## src/rtl/dcache_tag_ctrl.sv

```systemverilog
// Tag SRAM controller for the data cache: invalidate sweep, lookup read port,
// round-robin fill/meta write arbitration and same-cycle write-to-lookup forwarding.
module dcache_tag_ctrl #(
    parameter int                    DATA_WIDTH = 24,
    parameter int                    ADDR_WIDTH = 4,
    parameter logic [DATA_WIDTH-1:0] INIT_VALUE = '0
) (
    input  logic                  clk,
    input  logic                  rst,
    input  logic                  flush_req,
    output logic                  init_busy,
    input  logic                  lk_valid,
    output logic                  lk_ready,
    input  logic [ADDR_WIDTH-1:0] lk_index,
    output logic                  resp_valid,
    output logic [DATA_WIDTH-1:0] resp_tag,
    input  logic                  fill_valid,
    output logic                  fill_ready,
    input  logic [ADDR_WIDTH-1:0] fill_index,
    input  logic [DATA_WIDTH-1:0] fill_data,
    input  logic                  meta_valid,
    output logic                  meta_ready,
    input  logic [ADDR_WIDTH-1:0] meta_index,
    input  logic [DATA_WIDTH-1:0] meta_data,
    output logic                  sram_csb0,
    output logic                  sram_web0,
    output logic [ADDR_WIDTH-1:0] sram_addr0,
    output logic [DATA_WIDTH-1:0] sram_din0,
    output logic                  sram_csb1,
    output logic [ADDR_WIDTH-1:0] sram_addr1,
    input  logic [DATA_WIDTH-1:0] sram_dout1
);

    typedef enum logic {SWEEP, READY} state_t;
    typedef enum logic {REQ_FILL, REQ_META} req_t;

    state_t                state_q, state_d;
    req_t                  rr_last_q, rr_last_d;
    logic [ADDR_WIDTH-1:0] sweep_idx_q, sweep_idx_d;
    logic                  resp_valid_q, resp_valid_d;
    logic                  fwd_hit_q, fwd_hit_d;
    logic [DATA_WIDTH-1:0] fwd_data_q, fwd_data_d;
    logic                  disarm_q, disarm_d;
    logic [ADDR_WIDTH-1:0] last_idx_q, last_idx_d;

    logic                  grant_fill;
    logic                  grant_meta;
    logic [ADDR_WIDTH-1:0] wr_index;
    logic [DATA_WIDTH-1:0] wr_data;

    always_comb begin
        state_d      = state_q;
        rr_last_d    = rr_last_q;
        sweep_idx_d  = sweep_idx_q;
        resp_valid_d = 1'b0;
        fwd_hit_d    = 1'b0;
        fwd_data_d   = fwd_data_q;
        disarm_d     = disarm_q;
        last_idx_d   = last_idx_q;

        grant_fill = 1'b0;
        grant_meta = 1'b0;
        wr_index   = fill_index;
        wr_data    = fill_data;

        init_busy  = (state_q == SWEEP);
        lk_ready   = 1'b0;
        fill_ready = 1'b0;
        meta_ready = 1'b0;
        sram_csb0  = 1'b1;
        sram_web0  = 1'b1;
        sram_addr0 = last_idx_q;
        sram_din0  = INIT_VALUE;
        sram_csb1  = rst | ~lk_valid;
        sram_addr1 = lk_index;

        if (!rst) begin
            case (state_q)
                SWEEP: begin
                    sram_csb0   = 1'b0;
                    sram_web0   = 1'b0;
                    sram_addr0  = sweep_idx_q;
                    sram_din0   = INIT_VALUE;
                    sweep_idx_d = sweep_idx_q + 1'b1;
                    disarm_d    = 1'b1;
                    last_idx_d  = sweep_idx_q;
                    if (sweep_idx_q == '1) begin
                        state_d = READY;
                    end
                end
                READY: begin
                    lk_ready   = 1'b1;
                    grant_fill = fill_valid & (~meta_valid | (rr_last_q == REQ_META));
                    grant_meta = meta_valid & (~fill_valid | (rr_last_q == REQ_FILL));
                    wr_index   = grant_meta ? meta_index : fill_index;
                    wr_data    = grant_meta ? meta_data : fill_data;
                    fill_ready = grant_fill;
                    meta_ready = grant_meta;

                    if (grant_fill || grant_meta) begin
                        sram_csb0  = 1'b0;
                        sram_web0  = 1'b0;
                        sram_addr0 = wr_index;
                        sram_din0  = wr_data;
                        rr_last_d  = grant_meta ? REQ_META : REQ_FILL;
                        disarm_d   = 1'b1;
                        last_idx_d = wr_index;
                    end else if (disarm_q) begin
                        // The SRAM keeps its latched write enable while deselected, so
                        // one selected read cycle clears it after any write activity.
                        sram_csb0 = 1'b0;
                        sram_web0 = 1'b1;
                        disarm_d  = 1'b0;
                    end

                    if (lk_valid) begin
                        resp_valid_d = 1'b1;
                        fwd_hit_d    = (grant_fill || grant_meta) && (wr_index == lk_index);
                        fwd_data_d   = wr_data;
                    end

                    if (flush_req) begin
                        state_d     = SWEEP;
                        sweep_idx_d = '0;
                    end
                end
                default: state_d = SWEEP;
            endcase
        end
    end

    always_ff @(posedge clk) begin
        if (rst) begin
            state_q      <= SWEEP;
            rr_last_q    <= REQ_META;
            sweep_idx_q  <= '0;
            resp_valid_q <= 1'b0;
            fwd_hit_q    <= 1'b0;
            fwd_data_q   <= '0;
            disarm_q     <= 1'b0;
            last_idx_q   <= '0;
        end else begin
            state_q      <= state_d;
            rr_last_q    <= rr_last_d;
            sweep_idx_q  <= sweep_idx_d;
            resp_valid_q <= resp_valid_d;
            fwd_hit_q    <= fwd_hit_d;
            fwd_data_q   <= fwd_data_d;
            disarm_q     <= disarm_d;
            last_idx_q   <= last_idx_d;
        end
    end

    // The SRAM does not bypass, so a same-cycle write to the looked-up index wins.
    assign resp_valid = resp_valid_q;
    assign resp_tag   = fwd_hit_q ? fwd_data_q : sram_dout1;

endmodule

```

## config.mk

```make
export PLATFORM = sky130hd
export DESIGN_NAME = dcache_tag_ctrl
export DESIGN_NICKNAME = d
export VERILOG_FILES = /design/src/rtl/dcache_tag_ctrl.sv
export SDC_FILE = /design/constraint.sdc
export NUM_CORES = 1
export LEC_CHECK = 0
export ABC_AREA = 1
export CAP_MARGIN = 30
export CORE_MARGIN = 4
export CORE_UTILIZATION = 40
export DETAILED_ROUTE_END_ITERATION = 12
export PLACE_DENSITY = 0.95
export SLEW_MARGIN = 20
export SYNTH_ARGS = -nofsm -noshare
export SYNTH_HDL_FRONTEND = slang
export SYNTH_SLANG_ARGS = --single-unit
```

## constraint.sdc

```tcl
create_clock -name clk -period 2.1 [get_ports clk]
set_clock_uncertainty 0.05 [all_clocks]
set_input_delay 0.42 -clock clk [delete_from_list [all_inputs] [get_ports clk]]
set_output_delay 0.42 -clock clk [all_outputs]
set_load 0.01 [all_outputs]
```

==> reports/results.tsv <==
stage	metric	value	unit
sta	Period minus WS final	2.07	ns
sta	max-slew violation count	0	
detailed_routing	Pre-Repair DR Iteration Count	4	
synth	syn_area_per_cell	5.77	um^2
synth	top post-synthesis cells by area	dfxtp_1, nand2_1, a21oi_1	
synth	count leader, synth	nand2_1	
detailed_routing	Routed WL per cell	14.5	um
synth	sequential area share after synthesis	0.304	
synth	top cells by count, synth	nand2_1, a21oi_1, inv_1	
sta	relative slew slack	0.760	
synth	Yosys reg bits	37	
worst_setup_path	CP endpoint kind	primary output	
worst_setup_path	Critical Path Start	sram_dout1[23]	
pwr	Worst VDD drop	0.342	mV
worst_setup_path	worst reg2reg path startpoint	rr_last_q	
grt	antenna violations before repair	0	
min_path	type of the worst min-delay path	register to register	
worst_setup_path	critical path class	input pin to primary output	
detailed_routing	aggregate routed wire length	10200	um
detailed_routing	drc violations	0	
job	max-cap viol count	0	
detailed_routing	Initial DRC Count	156	
floorplanning	die height	86	um
synth	Post-synth EDFFs	0	
run_status	run status	finished, final reports clean	
floorplanning	effective utilization at floorplan	0.411	
worst_setup_path	CP Launch Type	input pin	
placement	HPWL Detailed	7330	um
final_layout	number of diodes	0	
placement	number of buffers added on ports	153	
worst_setup_path	CP Max Fanout	1	
synth	ys flop type	dfxtp_1	
grt	largest net degree at the start of global routing	50	
cts	clk sink count	37	
synth	Synth cell types	22	
sta	setup violators final	0	
synth	Syn Inst Count	422	
sta	Peak Freq	482	MHz
final_layout	fillers	436	
min_path	hold_sp	sweep_idx_q[3]	
grt	vias in the first global route	3397	
worst_setup_path	worst path required time	1.63	ns
synth	post-synth top area cell	dfxtp_1	
floorplanning	I/O Pins	154	
synth	Cell Area, Synth	0.00243	mm^2
floorplanning	# rows	28	
synth	yosys warns	0	
floorplanning	DIE WIDTH	86	um
synth	Synth top area share	0.304	
grt	total track usage	0.252	
cts	hold_buf cts	0	
worst_setup_path	Critical Path AT	1.60	ns
final_layout	share of cells above drive strength 1	0.200	
synth	syn nets	513	
pwr	total power	0.00175	W
cts	H-tree Lvls	2	
cts	worst-skew pair later-pin latency	0.29	ns
sta	Final period util	0.987	
detailed_routing	Routed Antenna Nets	0	
pwr	Leak Pwr	2.47	nW
final_layout	area delta synth->final	86.9	%
floorplanning	Core Region	0.00592	mm^2
placement	routability cong.	0.898	
grt	GRT overflow	0	
sta	WHS	0.442	ns
cts	CTS buffer count	5	
sta	Slew @ Worst Pin	0.359	ns
pwr	Power Dens Cells	384	mW/mm^2
floorplanning	die footprint	0.00740	mm^2
cts	CTS tree	done	
grt	first-pass GRT wire length	15100	um
final_layout	final net count	717	
cts	Root Buffer Master	clkbuf_8	
synth	asr flop ratio synth	0	
detailed_routing	DR vias	3497	
cts	CTS clk-pin slew, worst paths	0.07	ns
cts	Clock Path Buffers	2	
detailed_routing	DR vias/cell	4.99	
sta	final hold violation count	0	
flip-flops by register name, indices dropped and copies added (netlist names):
signal	count
disarm_q	1
fwd_data_q	24
resp_valid	1
state_q	1
last_idx_q	4
rr_last_q	1
sweep_idx_q	4
fwd_hit_q	1
metal layers:
metal | up-vias | wire (um) | part of all wire | track usage
li1 | 1721 | - | - | -
met1 | 1564 | 3910 | 0.38 | 0.274
met2 | 175 | 5160 | 0.51 | 0.470
met3 | 37 | 743 | 0.073 | 0.0500
met4 | 0 | 360 | 0.035 | 0.105
met5 | - | 0 | 0 | 0
final cells by class:
| class | count | area [um^2] | share of cell area |
|---|---|---|---|
| clock buffers | 7 | 86.3 | 0.0190 |
| well taps | 75 | 93.8 | 0.0206 |
| multi-input cells | 287 | 1290 | 0.285 |
| repair buffers | 222 | 2040 | 0.449 |
| inverters | 73 | 280 | 0.0616 |
| flip-flops and latches | 37 | 749 | 0.165 |
path summary, 6_finish.rpt:
path	to	slack [ns]	depth (start not counted)
max	resp_tag[23]	0.03	4
min reg2reg	sweep_idx_q[3]	0.44	2
min	sweep_idx_q[3]	0.44	2
max reg2reg	fwd_data_q[0]	0.64	10
cells by family after synthesis:
kind of cell | Yosys count | synth area share
flops | 37 | 0.304
simple gates | 178 | 0.294
buf+inv | 98 | 0.173
compound gates | 108 | 0.223
fa+ha+maj | 1 | 0.00514
stage by stage:
step / utilization / std cells / worst slack [ns] / TNS [ns] / instance area [um^2]
after CTS: 0.772 / 697 / 0.00364 / 0 / 4570
final: 0.768 / 701 / 0.0272 / 0 / 4550
after global placement: 0.752 / 689 / -0.561 / -15.75 / 4450
after floorplan: - / 422 / 0.416 / 0 / 2430
after detailed placement: 0.752 / 689 / -0.622 / -17.38 / 4450
after global routing: 0.768 / 701 / -0.0294 / -0.0851 / 4550
power breakdown:
group          total, W  switching (W)  internal (W)
combinational  0.000525       0.000209      0.000316
sequential     0.000716     0.00000828      0.000708
clock          0.000507       0.000246      0.000260
cell usage in the layout (no fill, tap or decap), types with 13 or more instances in the layout:
cell,netlist,final
dfxtp_1,37,34
clkbuf_2,0,25
a21oi_1,77,76
buf_4,4,58
nor2_1,34,33
o21ai_1,17,17
clkdlybuf4s50_1,0,101
nand3_1,15,15
nand2_1,120,117
dlymetal6s2s_1,0,15
inv_1,69,68
o21ai_0,13,13
what timing repair did:
| action | in CTS | in global routing |
|---|---|---|
| setup endpoints to repair | 57 | 49 |
| gates resized for setup | 68 | 68 |
| setup buffers | 1 | 3 |
| pin swaps | 2 | 1 |
| cloned | 0 | 1 |
worst max-delay path, cell delays in order:
cell and delay (ns):
clkdlybuf4s50_1 0.45, nor2_1 0.04, a21oi_1 0.13, clkdlybuf4s50_1 0.56
No activity file was read; power rests on OpenSTA's default activity.
